`config.mk`:
```
export PLATFORM = sky130hd
export DESIGN_NAME = fetch_queue_flat
export DESIGN_NICKNAME = d
export VERILOG_FILES = /design/src/rtl/fq_pkg.sv /design/src/rtl/fetch_queue_if.sv /design/src/rtl/fq_predecode.sv /design/src/rtl/fetch_queue.sv /design/src/flat_wrapper.sv
export SDC_FILE = /design/constraint.sdc
export NUM_CORES = 1
export LEC_CHECK = 0
export ABC_AREA = 1
export BUFFER_PORTS_ARGS = -buffer_cell sky130_fd_sc_hd__buf_2
export CAP_MARGIN = 10
export CORE_ASPECT_RATIO = 1.4
export CORE_MARGIN = 5
export CORE_UTILIZATION = 51
export DETAILED_ROUTE_END_ITERATION = 10
export PLACE_DENSITY_LB_ADDON = 0.2
export SLEW_MARGIN = 20
export SYNTH_ARGS = -nofsm -noshare
export SYNTH_HDL_FRONTEND = slang
export SYNTH_SLANG_ARGS = --single-unit
```
`constraint.sdc`:
```
create_clock -name clk -period 7.48 [get_ports clk]
set_input_delay 2.244 -clock clk [delete_from_list [all_inputs] [get_ports clk]]
set_output_delay 2.244 -clock clk [all_outputs]
set_load 0.02 [all_outputs]
```
`src/rtl/fq_pkg.sv`:
```
// Shared types and constants for the fetch queue.
// Entry bundle, exception codes and control-transfer opcodes.
package fq_pkg;

    localparam logic [4:0] EXC_NONE = 5'd0;
    localparam logic [4:0] EXC_ADEL = 5'd4;

    localparam logic [5:0] OP_SPECIAL = 6'h00;
    localparam logic [5:0] OP_REGIMM  = 6'h01;
    localparam logic [5:0] OP_J       = 6'h02;
    localparam logic [5:0] OP_JAL     = 6'h03;
    localparam logic [5:0] OP_BEQ     = 6'h04;
    localparam logic [5:0] OP_BNE     = 6'h05;
    localparam logic [5:0] OP_BLEZ    = 6'h06;
    localparam logic [5:0] OP_BGTZ    = 6'h07;

    localparam logic [5:0] FN_JR   = 6'h08;
    localparam logic [5:0] FN_JALR = 6'h09;

    localparam logic [4:0] RT_BLTZ = 5'h00;
    localparam logic [4:0] RT_BGEZ = 5'h01;

    typedef struct packed {
        logic [31:0] pc;
        logic [31:0] ins;
        logic        ds;
        logic [4:0]  exc;
    } fq_entry_t;

endpackage

```
`src/rtl/fetch_queue_if.sv`:
```
// Instruction memory request/response port of the fetch stage.
// master = fetch side, slave = memory side.
interface fetch_queue_if;

    logic        imem_req_valid;
    logic        imem_req_ready;
    logic [31:0] imem_req_addr;
    logic        imem_rsp_valid;
    logic [31:0] imem_rsp_data;

    modport master (
        output imem_req_valid,
        output imem_req_addr,
        input  imem_req_ready,
        input  imem_rsp_valid,
        input  imem_rsp_data
    );

    modport slave (
        input  imem_req_valid,
        input  imem_req_addr,
        output imem_req_ready,
        output imem_rsp_valid,
        output imem_rsp_data
    );

endinterface

```
`src/rtl/fq_predecode.sv`:
```
// Flags branches and jumps so the next fetched entry is marked
// as a delay slot.
module fq_predecode
    import fq_pkg::*;
(
    input  logic [31:0] ins,
    output logic        is_ctl
);

    logic [5:0] op;
    logic [5:0] fn;
    logic [4:0] rt;

    assign op = ins[31:26];
    assign fn = ins[5:0];
    assign rt = ins[20:16];

    always_comb begin
        is_ctl = 1'b0;
        case (op)
            OP_J, OP_JAL, OP_BEQ, OP_BNE, OP_BLEZ, OP_BGTZ:
                is_ctl = 1'b1;
            OP_REGIMM:
                is_ctl = (rt == RT_BLTZ) || (rt == RT_BGEZ);
            OP_SPECIAL:
                is_ctl = (fn == FN_JR) || (fn == FN_JALR);
            default:
                is_ctl = 1'b0;
        endcase
    end

endmodule

```
`src/rtl/fetch_queue.sv`:
```
// Decoupled fetch: PC, credit-limited imem requests, in-order decode queue.
// Optional FETCH_QUEUE_BYPASS_EN: empty-queue responses go straight to decode.
module fetch_queue
    import fq_pkg::*;
#(
    parameter int unsigned DEPTH    = 4,
    parameter logic [31:0] RESET_PC = 32'h0000_3000,
    parameter logic [31:0] TEXT_LO  = 32'h0000_3000,
    parameter logic [31:0] TEXT_HI  = 32'h0000_6ffc
) (
    input  logic          clk,
    input  logic          reset,
    fetch_queue_if.master imem,
    input  logic          redirect_valid,
    input  logic [31:0]   redirect_pc,
    input  logic          irq_req,
    input  logic [31:0]   ebase,
    output logic          d_valid,
    input  logic          d_ready,
    output logic [31:0]   d_pc,
    output logic [31:0]   d_ins,
    output logic          d_ds,
    output logic [4:0]    d_exccode
);

    localparam int AW = $clog2(DEPTH);
    localparam int CW = AW + 1;
    localparam int DW = CW + 2;
    localparam logic [CW:0] DEPTH_W = (CW+1)'(DEPTH);

    logic [31:0]   pc;
    logic [CW-1:0] count;
    logic [CW-1:0] inflight;
    logic [DW-1:0] drop_cnt;
    logic [AW-1:0] q_wr, q_rd, f_wr, f_rd;
    logic          prev_ctl;

    fq_entry_t     q_mem [DEPTH];
    logic [31:0]   f_mem [DEPTH];
    fq_entry_t     last_q;

    fq_entry_t     push_e, out_e;
    logic          redirect, legal, credit, fire;
    logic          rsp_take, rsp_drop, ill_push;
    logic          push, pop, q_pop, bypass, is_ctl;

    assign redirect = irq_req | redirect_valid;
    assign legal    = (pc[1:0] == 2'b00) && (pc >= TEXT_LO) && (pc <= TEXT_HI);
    assign credit   = ({1'b0, count} + {1'b0, inflight}) < DEPTH_W;

    assign imem.imem_req_valid = !reset && legal && credit && !redirect;
    assign imem.imem_req_addr  = pc;
    assign fire = imem.imem_req_valid && imem.imem_req_ready;

    assign rsp_drop = imem.imem_rsp_valid && (drop_cnt != '0);
    assign rsp_take = imem.imem_rsp_valid && (drop_cnt == '0);
    // AdEL entries only once older responses are home, keeping order
    assign ill_push = !reset && !legal && credit && (inflight == '0) && !redirect;

    always_comb begin
        push_e = '0;
        if (rsp_take) begin
            push_e.pc  = f_mem[f_rd];
            push_e.ins = imem.imem_rsp_data;
            push_e.exc = EXC_NONE;
        end else begin
            push_e.pc  = pc;
            push_e.ins = 32'h0;
            push_e.exc = EXC_ADEL;
        end
        push_e.ds = prev_ctl;
    end

    fq_predecode u_predecode (
        .ins    (push_e.ins),
        .is_ctl (is_ctl)
    );

`ifdef FETCH_QUEUE_BYPASS_EN
    assign bypass = !reset && rsp_take && (count == '0) && d_ready && !redirect;
`else
    assign bypass = 1'b0;
`endif

    assign push = (rsp_take || ill_push) && !redirect && !bypass;

    always_comb begin
        d_valid = (count != '0) || bypass;
        out_e   = last_q;
        if (bypass)
            out_e = push_e;
        else if (count != '0)
            out_e = q_mem[q_rd];
    end

    assign d_pc      = out_e.pc;
    assign d_ins     = out_e.ins;
    assign d_ds      = out_e.ds;
    assign d_exccode = out_e.exc;

    assign pop   = d_valid && d_ready;
    assign q_pop = pop && (count != '0);

    always_ff @(posedge clk) begin
        if (push)
            q_mem[q_wr] <= push_e;
        if (fire)
            f_mem[f_wr] <= pc;
    end

    always_ff @(posedge clk) begin
        if (reset) begin
            pc       <= RESET_PC;
            count    <= '0;
            inflight <= '0;
            drop_cnt <= '0;
            prev_ctl <= 1'b0;
            q_wr     <= '0;
            q_rd     <= '0;
            f_wr     <= '0;
            f_rd     <= '0;
            last_q   <= '0;
        end else begin
            if (pop)
                last_q <= out_e;
            if (redirect) begin
                pc       <= irq_req ? ebase : redirect_pc;
                count    <= '0;
                inflight <= '0;
                prev_ctl <= 1'b0;
                q_wr     <= '0;
                q_rd     <= '0;
                f_wr     <= '0;
                f_rd     <= '0;
                // everything still owed by memory is now stale
                drop_cnt <= drop_cnt - DW'(rsp_drop)
                            + DW'(inflight) - DW'(rsp_take);
            end else begin
                if (fire || ill_push)
                    pc <= pc + 32'd4;
                if (push)
                    q_wr <= q_wr + AW'(1);
                if (q_pop)
                    q_rd <= q_rd + AW'(1);
                if (fire)
                    f_wr <= f_wr + AW'(1);
                if (rsp_take)
                    f_rd <= f_rd + AW'(1);
                if (push || bypass)
                    prev_ctl <= is_ctl;
                count    <= count + CW'(push) - CW'(q_pop);
                inflight <= inflight + CW'(fire) - CW'(rsp_take);
                drop_cnt <= drop_cnt - DW'(rsp_drop);
            end
        end
    end

endmodule

```
`src/flat_wrapper.sv`:
```
// flat-port wrapper written by rule: the top's interface ports become plain ports
module fetch_queue_flat import fq_pkg::*;
#(
    parameter int unsigned DEPTH    = 4,
    parameter logic [31:0] RESET_PC = 32'h0000_3000,
    parameter logic [31:0] TEXT_LO  = 32'h0000_3000,
    parameter logic [31:0] TEXT_HI  = 32'h0000_6ffc
)
  (clk, reset, redirect_valid, redirect_pc, irq_req, ebase, d_valid, d_ready, d_pc, d_ins, d_ds, d_exccode, imem_imem_req_valid, imem_imem_req_addr, imem_imem_req_ready, imem_imem_rsp_valid, imem_imem_rsp_data);
  fetch_queue_if imem_i ();
  input  logic clk;
  input  logic reset;
  input  logic redirect_valid;
  input  logic [31:0] redirect_pc;
  input  logic irq_req;
  input  logic [31:0] ebase;
  output logic d_valid;
  input  logic d_ready;
  output logic [31:0] d_pc;
  output logic [31:0] d_ins;
  output logic d_ds;
  output logic [4:0] d_exccode;
  output wire logic [$bits(imem_i.imem_req_valid)-1:0] imem_imem_req_valid;
  output wire logic [$bits(imem_i.imem_req_addr)-1:0] imem_imem_req_addr;
  input wire logic [$bits(imem_i.imem_req_ready)-1:0] imem_imem_req_ready;
  input wire logic [$bits(imem_i.imem_rsp_valid)-1:0] imem_imem_rsp_valid;
  input wire logic [$bits(imem_i.imem_rsp_data)-1:0] imem_imem_rsp_data;
  assign imem_imem_req_valid = imem_i.imem_req_valid;
  assign imem_imem_req_addr = imem_i.imem_req_addr;
  assign imem_i.imem_req_ready = imem_imem_req_ready;
  assign imem_i.imem_rsp_valid = imem_imem_rsp_valid;
  assign imem_i.imem_rsp_data = imem_imem_rsp_data;
  fetch_queue #(.DEPTH(DEPTH), .RESET_PC(RESET_PC), .TEXT_LO(TEXT_LO), .TEXT_HI(TEXT_HI)) u_core (.clk(clk), .reset(reset), .imem(imem_i), .redirect_valid(redirect_valid), .redirect_pc(redirect_pc), .irq_req(irq_req), .ebase(ebase), .d_valid(d_valid), .d_ready(d_ready), .d_pc(d_pc), .d_ins(d_ins), .d_ds(d_ds), .d_exccode(d_exccode));
endmodule
```
==> qor.txt <==
CLOCK TREE
-------------------------------------------------------------------------------------
CTS tree                                                                          yes
Inserted Clock Buffers                                                             49
Post_cts resized                                                                    0
Post-CTS Repair Setup Buffers                                                       0
CTS Hold Bufs                                                                       0
Source-to-sink clock delay at the later pin of the worst-skew pair            0.57 ns
Number of buffers on the longest clock path                                         3
Worst-path clk slew                                                           0.06 ns
Clock Tree Root                                                          sky130_fd_sc_hd__clkbuf_16
H-tree depth reported by CTS                                                        2
Total clock sinks                                                                 518

DETAILED ROUTING
-------------------------------------------------------------------------------------
Detailed-route DRC error count                                                      0
Detail-routed net length per standard cell                                    18.2 um
Remaining antenna violation count after routing                                     0
Wire length reported by the detailed router                                   55.2 mm
Number of vias per cell                                                          5.53
Via count of the routed design                                                  16800
TritonRoute pass-1 iters                                                            5
Count of routing violations after the opening detailed-route iteration           1193

YOSYS
-------------------------------------------------------------------------------------
Post-synthesis async set-or-reset flop share                                       0%
Yosys top cell by area                                                   sky130_fd_sc_hd__edfxtp_1
Post-synth EDFFs                                                                  392
Synth Instances                                                                  2281
Number of warnings reported in the yosys synthesis log                              0
Main area contributors after synthesis                                   sky130_fd_sc_hd__edfxtp_1 (53%), sky130_fd_sc_hd__dfxtp_1 (11%), sky130_fd_sc_hd__o21ai_0 (8.9%), sky130_fd_sc_hd__nor2_1 (7.1%), sky130_fd_sc_hd__nand2_1 (4.6%)
Most used DFF post-synth                                                 sky130_fd_sc_hd__edfxtp_1
Seq/Total Area, Yosys                                                           63.8%
Count of different cell masters after synthesis                                    40
Net count of the mapped netlist                                                  2411
Avg Inst Size Synth                                                        9.82 sq um
Yosys reg bits                                                                    518
Yosys top cell area share                                                       52.5%
Post-synthesis instance area                                              22400 sq um

CRITICAL PATH
-------------------------------------------------------------------------------------
Worst Setup Start Kind                                                   primary input
Critical-path maximum fanout                                                       14
Largest delay contributor family on the critical path                    buffers and inverters
Crit path kind                                                           primary input to primary output
Buffering stage count on the worst path with inverters included                     4
Crit path max-delay cell type                                            sky130_fd_sc_hd__buf_2
Required @ worst endpoint                                                     5.24 ns
Critical path, cell by cell                                              buf_2, inv_2, nand2_2, nor2_1, nand2_1, inv_1, buf_2
Arrival @ worst endpoint                                                      3.31 ns
Worst setup EP type                                                      primary output
Top cell by count, worst path                                            sky130_fd_sc_hd__buf_2
Largest stage delay on the critical path                                      0.30 ns

FINAL LAYOUT
-------------------------------------------------------------------------------------
Synthesis-to-finish area growth                                                 13.5%
Highest-count cells in the layout ignoring fill and taps                 sky130_fd_sc_hd__nor2_1 (413), sky130_fd_sc_hd__o21ai_0 (400), sky130_fd_sc_hd__edfxtp_1 (392)
Share of post-route cells with drive strength above 1                           13.8%
Post-layout utilization of the core                                             58.0%
Nets                                                                             2560
Post-route cell area                                                      25400 sq um
Most common cell after layout, fill and taps aside                       sky130_fd_sc_hd__nor2_1
ANT cells                                                                           0

GLOBAL ROUTING
-------------------------------------------------------------------------------------
Wire length of the first global-routing pass                                  87.5 mm
Number of antenna violations at the first check in global routing                   0
Total grt overflow                                                                  0
Global-route usage over all layers                                              22.4%
Maximum number of pins on one net before global-route repair                       97
Number of global-route vias before repair                                       16200

STA
-------------------------------------------------------------------------------------
Post-route setup TNS                                                             0 ns
Slew Viols, Final                                                                   0
Crit path setup slack, layout                                                 1.93 ns
Total of endpoints with negative setup slack in the final report                    0
Transition time at the pin with the least slew margin                         1.08 ns
Share of the cycle needed by the critical path after routing                    74.2%
RSZ-0062 raised after global routing                                               no
Hold Violations, Final                                                              0
Worst slew margin relative to its limit                                         27.9%
Max Clock Freq                                                              0.180 GHz
Time the worst path needs with I/O delays and setup                           5.55 ns
Final Skew                                                                  0.0208 ns

WORST HOLD PATH
-------------------------------------------------------------------------------------
Hold crit path type                                                      flip-flop to flip-flop

POWER AND IR DROP
-------------------------------------------------------------------------------------
Highest ir drop seen on vdd                                                    156 uV
Power Dens Cells                                                          260 nW/um^2
Post-route total power                                                        6.61 mW
Static Leakage                                                                9.89 nW

JOB
-------------------------------------------------------------------------------------
Count of maximum capacitance violations                                             0

DIE
-------------------------------------------------------------------------------------
Die Ht                                                                         258 um
Number of placement rows                                                           91
Total Die Area                                                            48300 sq um
Effective utilization at floorplan                                              51.1%
Die W                                                                          187 um
Core area                                                                 43800 sq um
Io pins                                                                           207

PLACED DESIGN
-------------------------------------------------------------------------------------
Area after detailed placement                                             23800 sq um
Post-detailed-placement half-perimeter wirelength                             34.5 mm
Worst setup timing slack at the placement stage                               1.94 ns
Buffers added on ports                                                            206
Weighted congestion at the end of routability-driven global placement           0.916

STATUS
-------------------------------------------------------------------------------------
Outcome                                                                  finished, final reports clean

synthesized netlist by cell type (4+ instances only):
| cell | count |
|---|---|
| sky130_fd_sc_hd__o21ai_1 | 21 |
| sky130_fd_sc_hd__dfxtp_1 | 126 |
| sky130_fd_sc_hd__inv_2 | 4 |
| sky130_fd_sc_hd__nand2_1 | 274 |
| sky130_fd_sc_hd__xor2_1 | 9 |
| sky130_fd_sc_hd__inv_1 | 195 |
| sky130_fd_sc_hd__clkbuf_1 | 94 |
| sky130_fd_sc_hd__ha_1 | 24 |
| sky130_fd_sc_hd__buf_1 | 5 |
| sky130_fd_sc_hd__o21ai_0 | 400 |
| sky130_fd_sc_hd__o22ai_1 | 102 |
| sky130_fd_sc_hd__nand3_1 | 33 |
| sky130_fd_sc_hd__nand4_1 | 18 |
| sky130_fd_sc_hd__nor2_1 | 422 |
| sky130_fd_sc_hd__nor3_1 | 9 |
| sky130_fd_sc_hd__edfxtp_1 | 392 |
| sky130_fd_sc_hd__buf_2 | 30 |
| sky130_fd_sc_hd__a21oi_1 | 88 |
| sky130_fd_sc_hd__nand2_2 | 4 |
registers in the layout, indices dropped and copies added, names as in the netlist, 3 cells and up, named ones only:
register                   cells
u_core.count                   3
u_core.imem.imem_req_addr     32
u_core.q_mem                 264
u_core.last_q                 70
u_core.drop_cnt                5
u_core.f_mem                 128
u_core.inflight                3
power breakdown:
group	leakage (nW)	internal, mW	switching [mW]
sequential	4.62	3.26	0.0653
clock	0.776	1.41	1.04
combinational	4.49	0.253	0.581
cells by family (layout without fill, tap and decap cells):
kind of cell / Yosys count / count (layout) / synth area share (%)
adder cells (fa/ha/maj): 27 / 27 / 1.61
AO/OA/AOI/OAI: 617 / 617 / 14.4
flip-flops: 518 / 518 / 63.8
buffers and inverters: 335 / 525 / 5.91
XOR/XNOR: 11 / 11 / 0.430
AND/OR/NAND/NOR: 773 / 773 / 13.8
area by class of cell:
cell class,count,area (sq um)
clock buffers,69,1400
clock inverters,23,203
fillers,3771,18400
inverters,201,758
multi-input cells,1428,6840
flip-flops and latches,518,14300
well taps,558,698
repair buffers,232,1240
worst reg2reg max path, cell delays in order, from the launching register on:
cell,delay [ns]
sky130_fd_sc_hd__dfxtp_1,0.38
sky130_fd_sc_hd__nor3_4,0.20
sky130_fd_sc_hd__buf_4,0.39
sky130_fd_sc_hd__buf_4,0.71
sky130_fd_sc_hd__inv_1,0.29
sky130_fd_sc_hd__nand2_1,0.14
sky130_fd_sc_hd__clkinv_2,0.46
sky130_fd_sc_hd__ha_1,0.49
sky130_fd_sc_hd__inv_1,0.06
sky130_fd_sc_hd__ha_1,0.12
sky130_fd_sc_hd__inv_1,0.04
sky130_fd_sc_hd__fa_1,0.36
sky130_fd_sc_hd__inv_1,0.07
sky130_fd_sc_hd__o21ai_0,0.08
sky130_fd_sc_hd__a21oi_1,0.14
path summary, 6_finish.rpt:
| check | startpoint | endpoint | slack (ns) | cells after the start |
|---|---|---|---|---|
| min | u_core.last_q[4] | u_core.last_q[4] | 0.44 | 2 |
| min reg2reg | u_core.last_q[4] | u_core.last_q[4] | 0.44 | 2 |
| max reg2reg | u_core.count[1] | u_core.count[2] | 3.50 | 14 |
| max | reset | imem_imem_req_valid | 1.93 | 7 |
stage by stage:
step,hold WS [ns],std cells
after floorplan,0.425,2281
after global placement,0.433,2937
after detailed placement,0.438,2937
after CTS,0.447,3029
after global routing,0.476,3029
final,0.442,3029
routing by layer:
layer | up-vias | routed length [um] | GRT usage [%]
met5 | - | 0 | 0
met4 | 0 | 1730 | 7.50
met3 | 98 | 3300 | 3.37
met2 | 530 | 27200 | 39.1
met1 | 8006 | 23000 | 28.9
li1 | 8118 | - | -
(Power assumes the default switching activity.)
